===== src/rtl/bcd_counter_pkg.sv =====
// Shared types and constants for the BCD lap counter.
package bcd_counter_pkg;

   // Width of one BCD digit
   localparam int unsigned DigitW = 4;

   // Largest legal BCD digit value
   localparam logic [DigitW-1:0] BcdNine = DigitW'(9);

   // mode_sel encodings
   localparam logic [1:0] ModeUpZero     = 2'b00;
   localparam logic [1:0] ModeUpPreset   = 2'b01;
   localparam logic [1:0] ModeDownNines  = 2'b10;
   localparam logic [1:0] ModeDownPreset = 2'b11;

   typedef enum logic [1:0] {
      StIdle,
      StRun,
      StPause,
      StDone
   } state_e;

   // Out-of-range preset nibbles load as 9
   function automatic logic [DigitW-1:0] clamp_bcd(input logic [DigitW-1:0] nib);
      return (nib > BcdNine) ? BcdNine : nib;
   endfunction

endpackage


===== src/rtl/bcd_digit_cell.sv =====
// One BCD digit: loadable, steps up or down when its carry/borrow-in is set.
module bcd_digit_cell
   import bcd_counter_pkg::*;
(
   input  logic              stopwatch_clock,
   input  logic              reset_n,
   input  logic              load,
   input  logic [DigitW-1:0] load_val,
   input  logic              step,
   input  logic              down,
   input  logic              cin,
   output logic [DigitW-1:0] value,
   output logic [DigitW-1:0] nxt,
   output logic              cout
);

   logic [DigitW-1:0] value_q;
   logic              at_edge;

   // Carry/borrow-out and the value this digit would hold after a step
   always_comb begin
      at_edge = down ? (value_q == '0) : (value_q == BcdNine);
      cout    = cin & at_edge;
      nxt     = value_q;
      if (cin) begin
         if (down) begin
            nxt = at_edge ? BcdNine : value_q - DigitW'(1);
         end else begin
            nxt = at_edge ? '0 : value_q + DigitW'(1);
         end
      end
   end

   // Digit register: load has priority over stepping
   always_ff @(posedge stopwatch_clock or negedge reset_n) begin
      if (!reset_n) begin
         value_q <= '0;
      end else if (load) begin
         value_q <= load_val;
      end else if (step) begin
         value_q <= nxt;
      end
   end

   assign value = value_q;

endmodule


===== src/rtl/bcd_lap_counter.sv =====
// Up/down BCD stopwatch with prescaler, saturating terminal detect and lap freeze.
module bcd_lap_counter
   import bcd_counter_pkg::*;
#(
   parameter int unsigned NUM_DIGITS = 4,
   parameter int unsigned TICK_DIV   = 1
) (
   input  logic                         stopwatch_clock,
   input  logic                         reset_n,
   input  logic                         start_stop_toggle,
   input  logic                         reset_toggle,
   input  logic [1:0]                   mode_sel,
   input  logic [DigitW*NUM_DIGITS-1:0] init_val,
   input  logic                         lap_toggle,
   output logic [DigitW*NUM_DIGITS-1:0] digits,
   output logic                         running,
   output logic                         lap_active,
   output logic                         done
);

   localparam int unsigned CountW = DigitW * NUM_DIGITS;
   localparam int unsigned PreW   = (TICK_DIV > 1) ? $clog2(TICK_DIV) : 1;
   localparam logic [PreW-1:0] PreLast = PreW'(TICK_DIV - 1);

   state_e            state_q;
   logic [1:0]        mode_q;
   logic [PreW-1:0]   pre_q;
   logic [CountW-1:0] lap_q;
   logic              lap_active_q;
   logic              done_q;
   logic              running_q;

   logic [CountW-1:0] count;
   logic [CountW-1:0] count_nxt;
   logic [CountW-1:0] terminal;
   logic [NUM_DIGITS:0] carry;
   logic              down;
   logic              tick;
   logic              at_term;
   logic              reach_term;
   logic              step;

   // Tick, direction and terminal-value detection
   always_comb begin
      down       = (mode_q == ModeDownNines) || (mode_q == ModeDownPreset);
      tick       = (state_q == StRun) && (pre_q == PreLast);
      at_term    = carry[NUM_DIGITS];
      terminal   = down ? '0 : {NUM_DIGITS{BcdNine}};
      // Already at terminal: the tick leaves count alone but still finishes
      reach_term = tick && (at_term || (count_nxt == terminal));
      step       = tick && !at_term;
   end

   assign carry[0] = 1'b1;

   for (genvar i = 0; i < NUM_DIGITS; i++) begin : g_digit
      logic [DigitW-1:0] ld_val;

      // Start value for this digit, chosen by the incoming mode_sel
      always_comb begin
         case (mode_sel)
            ModeUpZero:    ld_val = '0;
            ModeDownNines: ld_val = BcdNine;
            default:       ld_val = clamp_bcd(init_val[i*DigitW +: DigitW]);
         endcase
      end

      bcd_digit_cell u_cell (
         .stopwatch_clock (stopwatch_clock),
         .reset_n         (reset_n),
         .load            (reset_toggle),
         .load_val        (ld_val),
         .step            (step),
         .down            (down),
         .cin             (carry[i]),
         .value           (count[i*DigitW +: DigitW]),
         .nxt             (count_nxt[i*DigitW +: DigitW]),
         .cout            (carry[i+1])
      );
   end

   // Control FSM, prescaler, lap register and status flags
   always_ff @(posedge stopwatch_clock or negedge reset_n) begin
      if (!reset_n) begin
         state_q      <= StIdle;
         mode_q       <= ModeUpZero;
         pre_q        <= '0;
         lap_q        <= '0;
         lap_active_q <= 1'b0;
         done_q       <= 1'b0;
         running_q    <= 1'b0;
      end else if (reset_toggle) begin
         state_q      <= StIdle;
         mode_q       <= mode_sel;
         pre_q        <= '0;
         lap_active_q <= 1'b0;
         done_q       <= 1'b0;
         running_q    <= 1'b0;
      end else begin
         if (state_q == StRun) begin
            pre_q <= (pre_q == PreLast) ? '0 : pre_q + PreW'(1);
         end

         // Lap captures the pre-tick count; in DONE it may only release
         if (lap_toggle) begin
            case (state_q)
               StRun, StPause: begin
                  if (!lap_active_q) begin
                     lap_q        <= count;
                     lap_active_q <= 1'b1;
                  end else begin
                     lap_active_q <= 1'b0;
                  end
               end
               StDone:  lap_active_q <= 1'b0;
               default: ;
            endcase
         end

         case (state_q)
            StIdle, StPause: begin
               if (start_stop_toggle) begin
                  state_q   <= StRun;
                  running_q <= 1'b1;
               end
            end
            StRun: begin
               if (reach_term) begin
                  state_q   <= StDone;
                  done_q    <= 1'b1;
                  running_q <= 1'b0;
               end else if (!start_stop_toggle) begin
                  state_q   <= StPause;
                  running_q <= 1'b0;
               end
            end
            default: ;
         endcase
      end
   end

   assign digits     = lap_active_q ? lap_q : count;
   assign running    = running_q;
   assign lap_active = lap_active_q;
   assign done       = done_q;

endmodule

===== config.mk =====
export PLATFORM = sky130hd
export DESIGN_NAME = bcd_lap_counter
export DESIGN_NICKNAME = d
export VERILOG_FILES = /design/src/rtl/bcd_counter_pkg.sv /design/src/rtl/bcd_digit_cell.sv /design/src/rtl/bcd_lap_counter.sv
export SDC_FILE = /design/constraint.sdc
export NUM_CORES = 1
export LEC_CHECK = 0
export ABC_CLOCK_PERIOD_IN_PS = 10100
export BUFFER_PORTS_ARGS = -buffer_cell sky130_fd_sc_hd__buf_4
export CORE_UTILIZATION = 35
export CTS_CLUSTER_DIAMETER = 30
export DETAILED_ROUTE_END_ITERATION = 8
export PLACE_DENSITY = 0.52
export SLEW_MARGIN = 30
export SYNTH_ARGS = -nofsm -noshare
export SYNTH_HDL_FRONTEND = slang
export SYNTH_HIERARCHICAL = 1
export SYNTH_SLANG_ARGS = --single-unit

===== constraint.sdc =====
create_clock -name stopwatch_clock -period 10.1 [get_ports stopwatch_clock]
set_clock_uncertainty 0.05 [all_clocks]
set_input_delay 2.525 -clock stopwatch_clock [delete_from_list [all_inputs] [get_ports stopwatch_clock]]
set_output_delay 2.525 -clock stopwatch_clock [all_outputs]
set_load 0.005 [all_outputs]

==> results_dict.tcl, run 1 <==
set metrics [dict create \
    placed_cell_area_mm2 0.00387 \
    fin_crit_sh_pct 43.6 \
    clock_sinks 38 \
    synth_top_area_cell "dfrtp_1" \
    worstSkewPairLatency_ps 300 \
    postCtsSetupBuffers 0 \
    ant_nets 0 \
    grt_max_degree 45 \
    fin_nets 466 \
    layout_commonest_cell "buf_4" \
    finalMaxSlewViolations 0 \
    hp-class "reg -> reg" \
    h-tree-depth 2 \
    hold_path_depth 1 \
    tightest_slew_ps 933 \
    grtUsageMet1_pct 24.3 \
    peakVddDrop_uv 57.1 \
    hold_viol_final 0 \
    power_density_mw_per_mm2 141 \
    period_minus_slack_ps 4410 \
    root_buffer "clkbuf_8" \
    initial_core_util_pct 36.1 \
    wl_per_cell_um 15.6 \
    vias_per_cell 5.40 \
    gp_congestion 0.849 \
    cap_violations 0 \
    cts.repair.resized 0 \
    cts_buffer_depth 2 \
    fp-row-count 36 \
    synthCells 395 \
    die_area_mm2 0.0105 \
    synth_edf_count 0 \
    fin_area_mm2 0.00396 \
    post-dp-hpwl_um 6060 \
    required_ps 7530 \
    final_cell_mix "buf_4 (45), dfrtp_1 (38), mux2_2 (37), nand2_1 (34), a21oi_1 (30)" \
    setup_viol 0 \
    synthesis.area_mm2 0.00355 \
    io_pins 42 \
    ys_top_cells_by_area "dfrtp_1 (27%), mux2_2 (12%), ha_1 (7.1%)" \
    portBuffers 41 \
    critPathKind "reg -> out" \
    synth_area_per_cell_um2 8.98 \
    setup_tns_ps 0 \
    synth.distinct_cells 55 \
    grt_pass1_vias 2762 \
    die_w_um 103 \
    post-route-drc-count 0 \
    async_reset_ff_share_pct 100 \
    firstDrtPassIters 4 \
    synth-seq-cells 38 \
    slew_headroom_pct 37.8 \
    critPathLaunchType "flop" \
    crit_fanout 19 \
    clk_transition_reported_paths_ps 80 \
    rsz0062_at_grt "false" \
    grt.met3_usage_pct 3.46 \
    synth_top_area_share_pct 26.8 \
    cts_tree "yes" \
    antennaDiodeCount 0 \
    yosys_warnings 6 \
    timing.fmax_ghz 0.227 \
    synth_top_flop_cell "dfrtp_1" \
    finalWirelength_um 8690 \
    crit_path_end_kind "output pin" \
    coreArea_mm2 0.00982 \
    status "completed" \
    drtIter0Drc 136 \
    reg2reg_depth 17 \
    arrival_ps 1830 \
    antenna_found_initial 0 \
    grt-busiest-layer "met2" \
    grt-ovfl-total 0 \
    leakagePower_nw 1.74 \
    die_h_um 103 \
    grt_usage_pct 17.5 \
    ys_seq_area_share_pct 26.8 \
    drive_gt1_share_pct 25.5 \
    hold_buffers 0 \
    grt_first_pass_wirelength_um 14200 \
    cts_made_buffers 5 \
    dr_total_vias 3009 \
    syn_to_final_growth_pct 11.7 \
    met2_usage_pct 27.8 \
]
## flip-flops by register name, summed over array words and instances (netlist names)
register and count:
state_q 2, g_digit.u_cell/value 16, lap_q 16, running 1
done 1, mode_q 1, lap_active 1
## cell usage after synthesis (all sizes together), types with 5 or more instances
master	number
dfrtp	38
mux2	37
nand2	34
a21oi	30
o21ai	25
inv	24
buf	23
nor2	23
a31oi	20
ha	20
and3b	12
nor3b	9
o31ai	8
nand2b	6
nand3	6
nand4	6
and2	5
o32ai	5
## final cells by class
| class | instances | area [um^2] |
|---|---|---|
| timing repair buffer | 45 | 338 |
| clock buffer | 7 | 86.3 |
| clock inverter | 1 | 5.00 |
| fill | 1027 | 5860 |
| tap | 133 | 166 |
| inverter | 24 | 90.1 |
| multi-input combinational | 309 | 2330 |
| sequential | 38 | 951 |
## final timing paths
| check | start | slack (ps) | end |
|---|---|---|---|
| min in group asynchronous | reset_n | 2150 | lap_q[12] |
| min reg2reg | lap_q[14] | 460 | lap_q[14] |
| min | lap_q[14] | 460 | lap_q[14] |
| max reg2reg | g_digit[0].u_cell/value[1] | 6060 | g_digit[1].u_cell/value[3] |
| max in group asynchronous | reset_n | 7490 | g_digit[1].u_cell/value[2] |
| max | lap_active | 5690 | digits[12] |
## worst max-delay path, stage by stage (launching register included)
cell,delay (ps)
dfrtp_1,960
mux2_2,430
buf_4,140
## metrics by stage
| step | util (%) | std cells | setup slack (ps) | hold slack (ps) | power (mW) |
|---|---|---|---|---|---|
| 2_1_floorplan | - | 398 | 6150 | 424 | 0.389 |
| 3_3_place_gp | 39.4 | 549 | 5980 | 431 | 0.444 |
| 3_5_place_dp | 39.4 | 549 | 5980 | 438 | 0.450 |
| 4_1_cts | 40.4 | 557 | 5640 | 459 | 0.569 |
| 5_1_grt | 40.4 | 557 | 5580 | 464 | 0.605 |
| 6_report | 40.4 | 557 | 5690 | 457 | 0.560 |
## routing by layer
layer | part of all wire, % | wire length [um]
met2 | 46 | 3980
met3 | 3.2 | 281
met1 | 49 | 4300
met5 | 0 | 0
met4 | 1.4 | 126
## where the power goes
| part | switching (mW) | internal, mW | total, mW |
|---|---|---|---|
| sequential | 0.0433 | 0.189 | 0.232 |
| clock | 0.0596 | 0.0552 | 0.115 |
| combinational | 0.0990 | 0.114 | 0.213 |
## kinds of logic after synthesis
family          Yosys count  share of synthesized area [%]
compound gates          119                           23.2
mux                      41                           12.9
flops                    38                           26.8
buf+inv                  51                           7.94
simple gates            121                           21.1
other cells               1                          0.106
fa+ha+maj                20                           7.05
xor+xnor                  4                          0.988
Note: power is estimated with default switching activity, not from simulation.
==> run 2: changes to the inputs <==
Settings changed: ABC_CLOCK_PERIOD_IN_PS 10100 to 3970, PLACE_DENSITY 0.52 to 0.54.
Clock period 10.1 ns to 3.97 ns, I/O delays scaled along.
==> run 2 against run 1 <==
Net effect:
- routed wire length increased by 0.30%
- flip-flop and latch count unchanged
- count of clock-buffer cells in the layout decreased by 1
- critical endpoint is now g_digit[3].u_cell/value[3]
- power increased to 2.5 times the previous value
- combinational power increased to 2.6 times the previous value
==> results_dict.tcl, run 2 (same netlist as run 1, synthesis figures left out) <==
set metrics [dict create \
    status "completed" \
    period_minus_slack_ps 3540 \
    die_area_mm2 0.0105 \
    p_comb_share_pct 38.8 \
    vias_per_cell 5.40 \
    hold_buffers 0 \
    cap_violations 0 \
    initial_core_util_pct 36.1 \
    io_pins 42 \
    p_int_mw 0.907 \
    portBuffers 41 \
    timing.fmax_ghz 0.282 \
    post-route-drc-count 0 \
    p_switching_mw 0.507 \
    slew_headroom_pct 34.8 \
    hp-class "reg -> reg" \
    syn_to_final_growth_pct 11.7 \
    fin_crit_sh_pct 89.2 \
    cts.repair.resized 0 \
    grt-ovfl-total 0 \
    final_cell_mix "buf_4 (46), dfrtp_1 (38), mux2_2 (37), nand2_1 (34), a21oi_1 (30)" \
    fin_area_mm2 0.00396 \
    postCtsSetupBuffers 0 \
    setup_tns_ps 0 \
    totalPowerFinal_mw 1.41 \
    finalWirelength_um 8720 \
    cts_made_buffers 5 \
    leakagePower_nw 1.74 \
    ant_nets 0 \
    hold_viol_final 0 \
    clk_transition_reported_paths_ps 80 \
    tightest_slew_ps 978 \
    arrival_ps 3660 \
    fp-row-count 36 \
    grt_first_pass_wirelength_um 14300 \
    die_w_um 103 \
    drive_gt1_share_pct 25.5 \
    grt_pass1_vias 2820 \
    clkPwrFrac_pct 19.6 \
    critPathKind "reg -> reg" \
    firstDrtPassIters 4 \
    peakVddDrop_uv 134 \
    crit_fanout 20 \
    clock_sinks 38 \
    drtIter0Drc 76 \
    gp_congestion 0.872 \
    worstSkewPairLatency_ps 290 \
    h-tree-depth 2 \
    fin_nets 467 \
    cts_buffer_depth 2 \
    wl_per_cell_um 15.7 \
    dr_total_vias 3002 \
    seq_power_share_pct 41.6 \
    rsz0062_at_grt "false" \
    coreArea_mm2 0.00982 \
    setup_viol 0 \
    antennaDiodeCount 0 \
    crit_path_end_kind "flop" \
    grt_max_degree 45 \
    critPathLaunchType "flop" \
    finalMaxSlewViolations 0 \
    placed_cell_area_mm2 0.00388 \
    required_ps 4090 \
    post-dp-hpwl_um 6070 \
    antenna_found_initial 0 \
    cts_tree "yes" \
    power_density_mw_per_mm2 357 \
    root_buffer "clkbuf_8" \
    swShare_pct 35.8 \
    grt_usage_pct 17.5 \
    layout_commonest_cell "buf_4" \
    die_h_um 103 \
]
[run 2: changes by cell type in the layout (fill, tap and decap cells not counted)]
| cell | previous run | this run |
|---|---|---|
| clkinv_2 | 1 | 0 |
| buf_4 | 45 | 46 |
| clkbuf_1 | 1 | 0 |
[run 2: power by group through the flow]
stage          Sequential (mW)  Combinational, mW  Clock, mW
2_1_floorplan            0.539              0.449          0
3_3_place_gp             0.591              0.543          0
3_5_place_dp             0.597              0.550          0
4_1_cts                  0.589              0.553      0.290
5_1_grt                  0.607              0.615      0.301
6_report                 0.588              0.549      0.277
[run 2: path summary, 6_finish.rpt]
| kind | start | to | slack (ps) | cells past startpoint |
|---|---|---|---|---|
| worst max-delay path | g_digit[0].u_cell/value[1] | g_digit[3].u_cell/value[3] | 430 | 14 |
| worst min-delay path | lap_q[15] | lap_q[15] | 450 | 1 |
| worst max register to register | g_digit[0].u_cell/value[1] | g_digit[3].u_cell/value[3] | 430 | 14 |
| worst min register to register | lap_q[15] | lap_q[15] | 450 | 1 |
| max in group asynchronous | reset_n | lap_q[15] | 2860 | 1 |
| min in group asynchronous | reset_n | lap_q[6] | 640 | 1 |
[run 2: area by class of cell]
type                    count  area [um^2]
repair buffers             46          345
inverters                  24         90.1
clock buffers               6         82.6
fillers                  1027         5860
multi-input cells         309         2330
flip-flops and latches     38          951
well taps                 133          166
[run 2: metal layers]
| layer | GRT usage (%) | part of all wire [%] |
|---|---|---|
| met5 | 0 | 0 |
| met4 | 5.49 | 1.6 |
| met3 | 2.58 | 4.5 |
| met2 | 28.8 | 45 |
| met1 | 23.5 | 49 |
[run 2: per-stage QoR]
stage	hold slack, ps	utilization [%]	instances	setup slack [ps]
detailed placement	440	39.5	550	461
global placement	431	39.5	550	660
global route	471	40.3	556	52.0
floorplan	424	-	398	23.6
CTS	459	40.3	556	424
finish	454	40.3	556	429
[run 2: critical path: stages, from the launching register on]
cell,delay (ps)
dfrtp_1,480
inv_1,170
ha_1,210
nand2_1,70
o22a_1,220
nor3b_1,230
nor3b_1,280
nor3b_1,300
nor3b_1,380
nand2b_2,230
inv_1,290
nand2_1,260
a2bb2oi_1,100
o31ai_1,70
a21oi_1,60
